[config.mk]
export PLATFORM = sky130hd
export DESIGN_NAME = cordic_pair_sequencer
export DESIGN_NICKNAME = d
export VERILOG_FILES = /design/src/rtl/cordic_pair_sequencer.sv
export SDC_FILE = /design/constraint.sdc
export NUM_CORES = 1
export LEC_CHECK = 0
export BUFFER_PORTS_ARGS = -buffer_cell sky130_fd_sc_hd__buf_4
export CAP_MARGIN = 0
export CORE_ASPECT_RATIO = 1.25
export CORE_MARGIN = 10
export CORE_UTILIZATION = 30
export DETAILED_ROUTE_END_ITERATION = 16
export GPL_TIMING_DRIVEN = 0
export RECOVER_POWER = 25
export SYNTH_ARGS = -nofsm -noshare
export SYNTH_HDL_FRONTEND = slang
export SYNTH_SLANG_ARGS = --single-unit
[constraint.sdc]
create_clock -name clk -period 3 [get_ports clk]
set_input_delay 0.6 -clock clk [delete_from_list [all_inputs] [get_ports clk]]
set_output_delay 0.6 -clock clk [all_outputs]
set_load 0.02 [all_outputs]
[src/rtl/cordic_pair_sequencer.sv]
// cordic_pair_sequencer: operand FIFO + issue/collect FSM around a two-input
// CORDIC+adder core. One operation in flight at a time. Data passes bit-exact.
// Optional build macro CORDIC_SEQ_TIMEOUT_EN adds a WAIT watchdog that aborts
// with a qNaN result and sets a sticky err_timeout flag.
module cordic_pair_sequencer #(
  parameter int DEPTH          = 4,
  parameter int LOG2_DEPTH     = 2,
  parameter int TIMEOUT_CYCLES = 255
) (
  input  logic                  clk,
  input  logic                  reset_n,
  input  logic                  in_valid,
  output logic                  in_ready,
  input  logic [31:0]           in_dataa,
  input  logic [31:0]           in_datab,
  output logic [31:0]           core_dataa,
  output logic [31:0]           core_datab,
  output logic                  core_start,
  input  logic                  core_done,
  input  logic [31:0]           core_result,
  output logic                  out_valid,
  input  logic                  out_ready,
  output logic [31:0]           out_result,
  output logic [LOG2_DEPTH:0]   fifo_count,
  output logic                  busy,
  output logic                  err_timeout
);

  // Elaboration-time sanity on the configuration.
  if (DEPTH != (1 << LOG2_DEPTH) || DEPTH < 2)
    $error("DEPTH must be a power of two >= 2 matching LOG2_DEPTH");
  if (TIMEOUT_CYCLES < 1 || TIMEOUT_CYCLES > 65535)
    $error("TIMEOUT_CYCLES out of range 1..65535");

  typedef enum logic [1:0] {S_IDLE, S_ISSUE, S_WAIT, S_HOLD} state_t;

  state_t                       state, state_nxt;
  logic [1:0]                   rst_sync;
  logic                         rst_n;
  logic [DEPTH-1:0][31:0]       mem_a, mem_b;
  logic [LOG2_DEPTH-1:0]        wr_ptr, rd_ptr;
  logic                         push, pop, tmo_hit;

  // Reset asserts asynchronously, releases two clocks after reset_n rises.
  always_ff @(posedge clk or negedge reset_n) begin
    if (!reset_n) rst_sync <= 2'b00;
    else          rst_sync <= {rst_sync[0], 1'b1};
  end
  assign rst_n = rst_sync[1];

  // Count never exceeds DEPTH, so the top bit alone means full.
  assign in_ready   = !fifo_count[LOG2_DEPTH];
  assign push       = in_valid && in_ready;
  assign pop        = (state == S_IDLE) && (fifo_count != '0) && !out_valid;
  assign core_start = (state == S_ISSUE);
  assign busy       = (state != S_IDLE) || (fifo_count != '0);

  // FIFO storage; contents are don't-care until written.
  always_ff @(posedge clk) begin
    if (push) begin
      mem_a[wr_ptr] <= in_dataa;
      mem_b[wr_ptr] <= in_datab;
    end
  end

  // FIFO pointers and occupancy; pointers wrap by width.
  always_ff @(posedge clk or negedge rst_n) begin
    if (!rst_n) begin
      wr_ptr     <= '0;
      rd_ptr     <= '0;
      fifo_count <= '0;
    end else begin
      if (push) wr_ptr <= wr_ptr + LOG2_DEPTH'(1);
      if (pop)  rd_ptr <= rd_ptr + LOG2_DEPTH'(1);
      case ({push, pop})
        2'b10:   fifo_count <= fifo_count + (LOG2_DEPTH+1)'(1);
        2'b01:   fifo_count <= fifo_count - (LOG2_DEPTH+1)'(1);
        default: fifo_count <= fifo_count;
      endcase
    end
  end

`ifdef CORDIC_SEQ_TIMEOUT_EN
  logic [15:0] tmo_cnt;

  // WAIT-cycle counter, cleared during ISSUE so it starts at 0 in WAIT.
  always_ff @(posedge clk or negedge rst_n) begin
    if (!rst_n)                 tmo_cnt <= '0;
    else if (state == S_ISSUE)  tmo_cnt <= '0;
    else if (state == S_WAIT)   tmo_cnt <= tmo_cnt + 16'd1;
  end

  // Fires on the TIMEOUT_CYCLES-th WAIT cycle; a same-cycle core_done wins.
  assign tmo_hit = (state == S_WAIT) && !core_done &&
                   (tmo_cnt == 16'(TIMEOUT_CYCLES - 1));

  // Sticky abort flag, cleared only by reset.
  always_ff @(posedge clk or negedge rst_n) begin
    if (!rst_n)       err_timeout <= 1'b0;
    else if (tmo_hit) err_timeout <= 1'b1;
  end
`else
  assign tmo_hit     = 1'b0;
  assign err_timeout = 1'b0;
`endif

  // State register.
  always_ff @(posedge clk or negedge rst_n) begin
    if (!rst_n) state <= S_IDLE;
    else        state <= state_nxt;
  end

  // Next-state logic; core_done is only honoured in WAIT.
  always_comb begin
    state_nxt = state;
    case (state)
      S_IDLE:  if (pop) state_nxt = S_ISSUE;
      S_ISSUE: state_nxt = S_WAIT;
      S_WAIT:  if (core_done || tmo_hit) state_nxt = S_HOLD;
      S_HOLD:  if (out_valid && out_ready) state_nxt = S_IDLE;
      default: state_nxt = S_IDLE;
    endcase
  end

  // Operand launch and result capture; nothing changes under backpressure.
  always_ff @(posedge clk or negedge rst_n) begin
    if (!rst_n) begin
      core_dataa <= 32'h0;
      core_datab <= 32'h0;
      out_result <= 32'h0;
      out_valid  <= 1'b0;
    end else begin
      if (pop) begin
        core_dataa <= mem_a[rd_ptr];
        core_datab <= mem_b[rd_ptr];
      end
      if (state == S_WAIT && core_done) begin
        out_result <= core_result;
        out_valid  <= 1'b1;
      end else if (tmo_hit) begin
        out_result <= 32'h7FC0_0000;
        out_valid  <= 1'b1;
      end else if (state == S_HOLD && out_valid && out_ready) begin
        out_valid  <= 1'b0;
      end
    end
  end

endmodule
==> flow_metrics.env, run 1 <==
export IMPL_via_per_inst=4.47
export IMPL_core_um2=44200
export IMPL_cts_max_path_buffers=3
export IMPL_drive_above_1_share_pct=44.3
export IMPL_yosys_area_share_xor_xnor_pct=0.390
export IMPL_p_sw_uw=5430
export IMPL_period_share_pct=86.6
export IMPL_grt_pass1_vias=7400
export IMPL_slew_viol_final=0
export IMPL_p_comb_share_pct=33.0
export IMPL_synth_area_per_cell_um2=22.3
export IMPL_seq_power_share_pct=40.8
export IMPL_die_area_um2=53800
export IMPL_finalHoldViolCount=0
export IMPL_synth_seq_cells=364
export IMPL_dp_cells=1386
export IMPL_yosysUniqueCellTypes=25
export IMPL_cap_violations=0
export IMPL_synth_simple_area_share_pct=0.753
export IMPL_holdWs_ns=0.265
export IMPL_arrival_ns=3.06
export IMPL_rsz0062_at_grt="false"
export IMPL_r2r_start="state[0]"
export IMPL_slowest_delay_ns=0.42
export IMPL_fin_skew_ns=0.0213
export IMPL_final_common_cell="edfxtp_1"
export IMPL_finalPower_uw=17800
export IMPL_synth_compound_area_share_pct=0.260
export IMPL_cpMaxStageDelayCell="dfrtp_1"
export IMPL_required_ns=3.46
export IMPL_status="completed"
export IMPL_clkPwrFrac_pct=26.2
export IMPL_syn_cell_area_um2=13500
export IMPL_yosysWarnings=0
export IMPL_cts_made_buffers=39
export IMPL_die_width_um=209
export IMPL_grt_pass1_wl_um=46800
export IMPL_multi_input_area_um2=2880
export IMPL_crit_start="state[0]"
export IMPL_fin_nets=969
export IMPL_worstSetupPathType="reg -> reg"
export IMPL_n_fill_cell=4075
export IMPL_port_buffers=203
export IMPL_maxSlewHeadroom_pct=50.2
export IMPL_synth_nets=717
export IMPL_placementRows=86
export IMPL_setup_ws_ns=0.403
export IMPL_static_leakage_power_uw=0.00616
export IMPL_sw_frac_of_total_pct=30.6
export IMPL_place_ws_ns=-0.0656
export IMPL_worstMarginPinSlew_ns=0.747
export IMPL_endpoint_kind="register"
export IMPL_clock_latency_ns=0.55
export IMPL_grt_util_all_layers_pct=11.5
export IMPL_place_congestion=0.664
export IMPL_irDropWorstVdd_mv=0.601
export IMPL_syn2layout_area_growth_pct=25.7
export IMPL_synth_top_family_by_area="multiplexers"
export IMPL_hold_start="in_dataa[30]"
export IMPL_route_detailed_drc=0
export IMPL_register_area_um2=10400
export IMPL_start_util_pct=30.4
export IMPL_p_per_area_nw_per_um2=1050
export IMPL_antenna_left=0
export IMPL_vias=6512
export IMPL_cts_tree="done"
export IMPL_wl_per_cell_um=21.2
export IMPL_layout_common_cells="edfxtp_1, buf_4, dfrtp_1"
export IMPL_antenna_found_initial=4
export IMPL_muxShareOfSynthArea_pct=18.7
export IMPL_hpwl_um=19700
export IMPL_htree_levels=2
export IMPL_grt_overflow=0
export IMPL_clock_sinks=364
export IMPL_first_iter_violations=247
export IMPL_synth_cells=605
export IMPL_synthAdderAreaFrac_pct=1.08
export IMPL_routed_wl_um=30800
export IMPL_first_pass_iters=4
export IMPL_synth_seq_area_share_pct=77.2
export IMPL_io_pins=205
export IMPL_report_final_setup_viol=0
export IMPL_hold_class="in -> reg"
export IMPL_crit_chain="inv_1 > ha_1 > nor3b_4 > clkbuf_4 > buf_6 > ha_1 > inv_1 > fa_1 > xor2_1 > nor2_1 > xnor2_1"
export IMPL_cts_clk_slew_worst_paths_ns=0.06
export IMPL_layout_min_cycle_time_ns=2.60
export IMPL_fmax_mhz=385
export IMPL_grt_max_degree=48
export IMPL_instances_no_fill=1457
export IMPL_cts_root_buf="clkbuf_16"
export IMPL_p_int_uw=12300
export IMPL_fp_dieH_um=257
export IMPL_startpoint_type="register"
export IMPL_path_max_fanout=10
==> logic make-up after synthesis <==
group / Yosys count
xor+xnor: 6
flops: 364
fa+ha+maj: 11
mux: 160
compound gates: 6
buf+inv: 36
simple gates: 20
other cells: 2
==> synth_stat cells <==
master | n | area (um2)
edfxtp_1 | 256 | 7690
dfrtp_1 | 108 | 2700
mux2_2 | 96 | 1080
mux4_2 | 64 | 1440
ha_1 | 10 | 125
inv_1 | 10 | 37.5
buf_2 | 9 | 45.0
nand2_1 | 9 | 33.8
buf_6 | 8 | 90.1
and2_1 | 5 | 31.3
clkbuf_1 | 5 | 18.8
xnor2_1 | 4 | 35.0
buf_1 | 3 | 11.3
o21ai_0 | 3 | 15.0
a21oi_1 | 2 | 10.0
conb_1 | 2 | 7.51
nor2_1 | 2 | 7.51
xor2_1 | 2 | 17.5
a222oi_1 | 1 | 10.0
buf_4 | 1 | 7.51
fa_1 | 1 | 20.0
nand3_1 | 1 | 5.00
nor2b_1 | 1 | 6.26
nor3_1 | 1 | 5.00
nor3b_2 | 1 | 12.5
==> power groups by stage <==
| stage | Clock (uW) | Sequential, uW | Combinational, uW |
|---|---|---|---|
| 3_3_place_gp | 0 | 7420 | 5880 |
| 2_1_floorplan | 0 | 8100 | 2860 |
| 4_1_cts | 4850 | 7280 | 6090 |
| 6_report | 4660 | 7250 | 5860 |
| 5_1_grt | 5050 | 7390 | 6370 |
| 3_5_place_dp | 0 | 7360 | 6070 |
==> stage by stage <==
step	setup TNS [ns]	area (um2)	util, %
final	0	16900	38.3
after floorplan	0	13500	-
after CTS	0	17100	38.7
after detailed placement	-0.0656	15900	35.9
after global placement	-447.28	15700	35.5
after global routing	0	16900	38.3
==> area by class of cell <==
class / instances / area share [%]
clock buffers: 58 / 6.48
diodes: 2 / 0.0296
repair buffers: 211 / 8.86
clock inverters: 9 / 0.724
inverters: 10 / 0.222
plain buffers: 26 / 1.03
multi-input cells: 205 / 17.0
flip-flops and latches: 364 / 61.4
well taps: 572 / 4.23
==> critical path: cells and delay by family, from the launching register on <==
family	cells	cell delay (ns)
buffers and inverters	4	0.68
adder cells (fa/ha/maj)	3	0.78
flip-flops	1	0.42
AND/OR/NAND/NOR	2	0.37
XOR/XNOR	2	0.28
==> timing repair <==
item,in CTS,in global routing
pin swaps,0,0
gates resized for setup,1,1
hold buffers,1,0
setup buffers,0,1
setup endpoints to repair,1,1
endpoints found under the hold margin,2,0
==> per-layer routing <==
metal,part of all wire (%),up-vias,wire length (um),GRT usage [%]
met5,0.15,-,46,0
met3,7.1,48,2190,3.84
met2,51,187,15600,19.5
met4,2.7,6,835,4.42
li1,-,2897,-,-
met1,39,3374,12100,13.0
==> path summary, 6_finish.rpt <==
kind                             endpoint  slack, ns  cells after the start
setup / recovery            fifo_count[2]       0.40                     11
min in group asynchronous  core_datab[22]       0.27                      0
setup reg to reg            fifo_count[2]       0.40                     11
hold reg to reg            core_datab[22]       0.27                      0
max in group asynchronous  core_dataa[12]       2.11                      1
hold / removal                  mem_a[62]       0.26                      1
==> sequential cells by signal, summed over array words and instances, names as in the netlist <==
name	count
mem_a	128
mem_b	128
core_dataa	32
core_datab	32
out_result	32
fifo_count	3
rd_ptr	2
rst_sync	2
state	2
wr_ptr	2
out_valid	1
Note: power is estimated with default switching activity, not from simulation.
==> inputs of run 2 (changes only) <==
--- a/config.mk
+++ b/config.mk
@@ -12,6 +12,7 @@
 export CORE_UTILIZATION = 30
 export DETAILED_ROUTE_END_ITERATION = 16
 export GPL_TIMING_DRIVEN = 0
+export HOLD_SLACK_MARGIN = 0.03
 export RECOVER_POWER = 25
 export SYNTH_ARGS = -nofsm -noshare
 export SYNTH_HDL_FRONTEND = slang
==> constraint.sdc (replaced) <==
create_clock -name clk -period 2.79 [get_ports clk]
set_input_delay 0.558 -clock clk [delete_from_list [all_inputs] [get_ports clk]]
set_output_delay 0.558 -clock clk [all_outputs]
set_load 0.02 [all_outputs]
==> flow_metrics.env, run 2 (same netlist as run 1, synthesis figures left out) <==
export IMPL_worstSetupPathType="reg -> reg"
export IMPL_status="completed"
export IMPL_antenna_found_initial=0
export IMPL_route_detailed_drc=0
export IMPL_hold_start="in_dataa[15]"
export IMPL_cap_violations=0
export IMPL_rrSetupSlack_ns=0.28
export IMPL_slew_viol_final=0
export IMPL_arrival_ns=2.96
export IMPL_wl_per_cell_um=20.4
export IMPL_period_share_pct=90.0
export IMPL_grt_pass1_vias=7246
export IMPL_fin_skew_ns=0.0151
export IMPL_cts_root_buf="clkbuf_16"
export IMPL_clock_sinks=364
export IMPL_holdPathEnd="mem_a[47]"
export IMPL_hold_class="in -> reg"
export IMPL_static_leakage_power_uw=0.00614
export IMPL_placementRows=86
export IMPL_final_cell_area_um2=16900
export IMPL_antenna_left=0
export IMPL_via_per_inst=4.46
export IMPL_grt_max_degree=46
export IMPL_irDropWorstVdd_mv=0.538
export IMPL_start_util_pct=30.4
export IMPL_grt_util_all_layers_pct=10.9
export IMPL_worstMarginPinSlew_ns=0.715
export IMPL_cts_clk_slew_worst_paths_ns=0.06
export IMPL_path_max_fanout=13
export IMPL_clock_latency_ns=0.54
export IMPL_layout_common_cells="edfxtp_1, buf_4, dfrtp_1"
export IMPL_top_regs="mem_a: 128 flops, mem_b: 128 flops"
export IMPL_required_ns=3.24
export IMPL_r2r_start="state[0]"
export IMPL_fin_nets=967
export IMPL_cts_tree="done"
export IMPL_htree_levels=2
export IMPL_timing_rr_end="fifo_count[2]"
export IMPL_setup_tns_ns=0
export IMPL_cts_made_buffers=38
export IMPL_maxSlewHeadroom_pct=52.4
export IMPL_grt_overflow=0
export IMPL_first_iter_violations=257
export IMPL_port_buffers=203
export IMPL_reg2reg_depth=11
export IMPL_die_width_um=209
export IMPL_fmax_mhz=398
export IMPL_io_pins=205
export IMPL_vias=6491
export IMPL_finalHoldViolCount=0
export IMPL_place_congestion=0.655
export IMPL_first_pass_iters=4
export IMPL_cts_max_path_buffers=3
export IMPL_final_common_cell="edfxtp_1"
export IMPL_p_per_area_nw_per_um2=1120
export IMPL_routed_wl_um=29700
export IMPL_core_um2=44200
export IMPL_drive_above_1_share_pct=44.3
export IMPL_finalPower_uw=18800
export IMPL_fp_dieH_um=257
export IMPL_die_area_um2=53800
export IMPL_rsz0062_at_grt="false"
export IMPL_grt_pass1_wl_um=44900
export IMPL_startpoint_type="register"
export IMPL_hold_depth=1
export IMPL_report_final_setup_viol=0
export IMPL_dp_cells=1386
export IMPL_instances_no_fill=1457
export IMPL_endpoint_kind="register"
export IMPL_syn2layout_area_growth_pct=25.3
export IMPL_place_area_um2=15900
export IMPL_hpwl_um=19500
export IMPL_layout_min_cycle_time_ns=2.51
-- run 2: changes by cell type in the layout (fill, tap and decap cells not counted), sizes merged --
cell	before	now
diode	2	1
clkinv	5	12
clkbuf	119	113
bufinv	3	1
inv	11	13
-- run 2: power breakdown --
part	leakage, uW	internal [uW]	total, uW	switching, uW
Clock	0.000579	2730	4780	2040
Combinational	0.00195	3100	6280	3180
Sequential	0.00361	7180	7780	595
Total	0.00614	13000	18800	5820
-- run 2: metrics by stage --
step | hold slack, ns | util (%) | setup WS (ns)
2_1_floorplan | 0.262 | - | 0.489
3_3_place_gp | 0.334 | 35.5 | -0.412
3_5_place_dp | 0.303 | 35.9 | -0.258
4_1_cts | 0.181 | 38.6 | 0.0741
5_1_grt | 0.218 | 38.2 | 0.0833
6_report | 0.235 | 38.2 | 0.278
-- run 2: repair_timing --
item / in CTS / in global routing
endpoints found under the setup margin: 2 / 1
hold buffers: 1 / 0
gates resized for setup: 2 / 0
endpoints found under the hold margin: 2 / 0
gates cloned: 0 / 0
pin swaps: 0 / 0
buffers inserted: 1 / 0
-- run 2: area by class of cell --
class                   instances  area, um2
well taps                     572        716
diodes                          1       2.50
multi-input cells             205       2880
clock buffers                  53       1050
repair buffers                211       1510
flip-flops and latches        364      10400
inverters                      10       37.5
fillers                      4086      27300
plain buffers                  25        168
clock inverters                16        126
-- run 2: worst max path at each step --
stage / slack [ns] / depth (start not counted) / start / to
final: 0.28 / 11 / state[0] / fifo_count[2]
after global routing: 0.08 / 11 / state[0] / fifo_count[2]
after CTS: 0.07 / 12 / state[0] / fifo_count[2]
after detailed placement: -0.26 / 11 / state[0] / fifo_count[2]
after global placement: -0.41 / 4 / in_valid / mem_b[12]
after floorplan: 0.49 / 11 / state[0] / fifo_count[2]
-- run 2: routing by layer --
metal / up-vias / wire length [um] / global-route usage (%)
met5: - / 0 / 0
met4: 0 / 627 / 3.62
met3: 42 / 1790 / 3.02
met2: 162 / 15400 / 18.7
met1: 3389 / 12000 / 12.7
li1: 2898 / - / -
-- run 2: critical path: stages (launching register included) --
cell and delay, ns:
dfrtp_1 0.42, inv_1 0.12, ha_1 0.24, nor3b_4 0.24
buf_12 0.18, buf_6 0.18, ha_1 0.19, inv_1 0.06
fa_1 0.37, xor2_1 0.15, nor2_1 0.13, xnor2_1 0.13
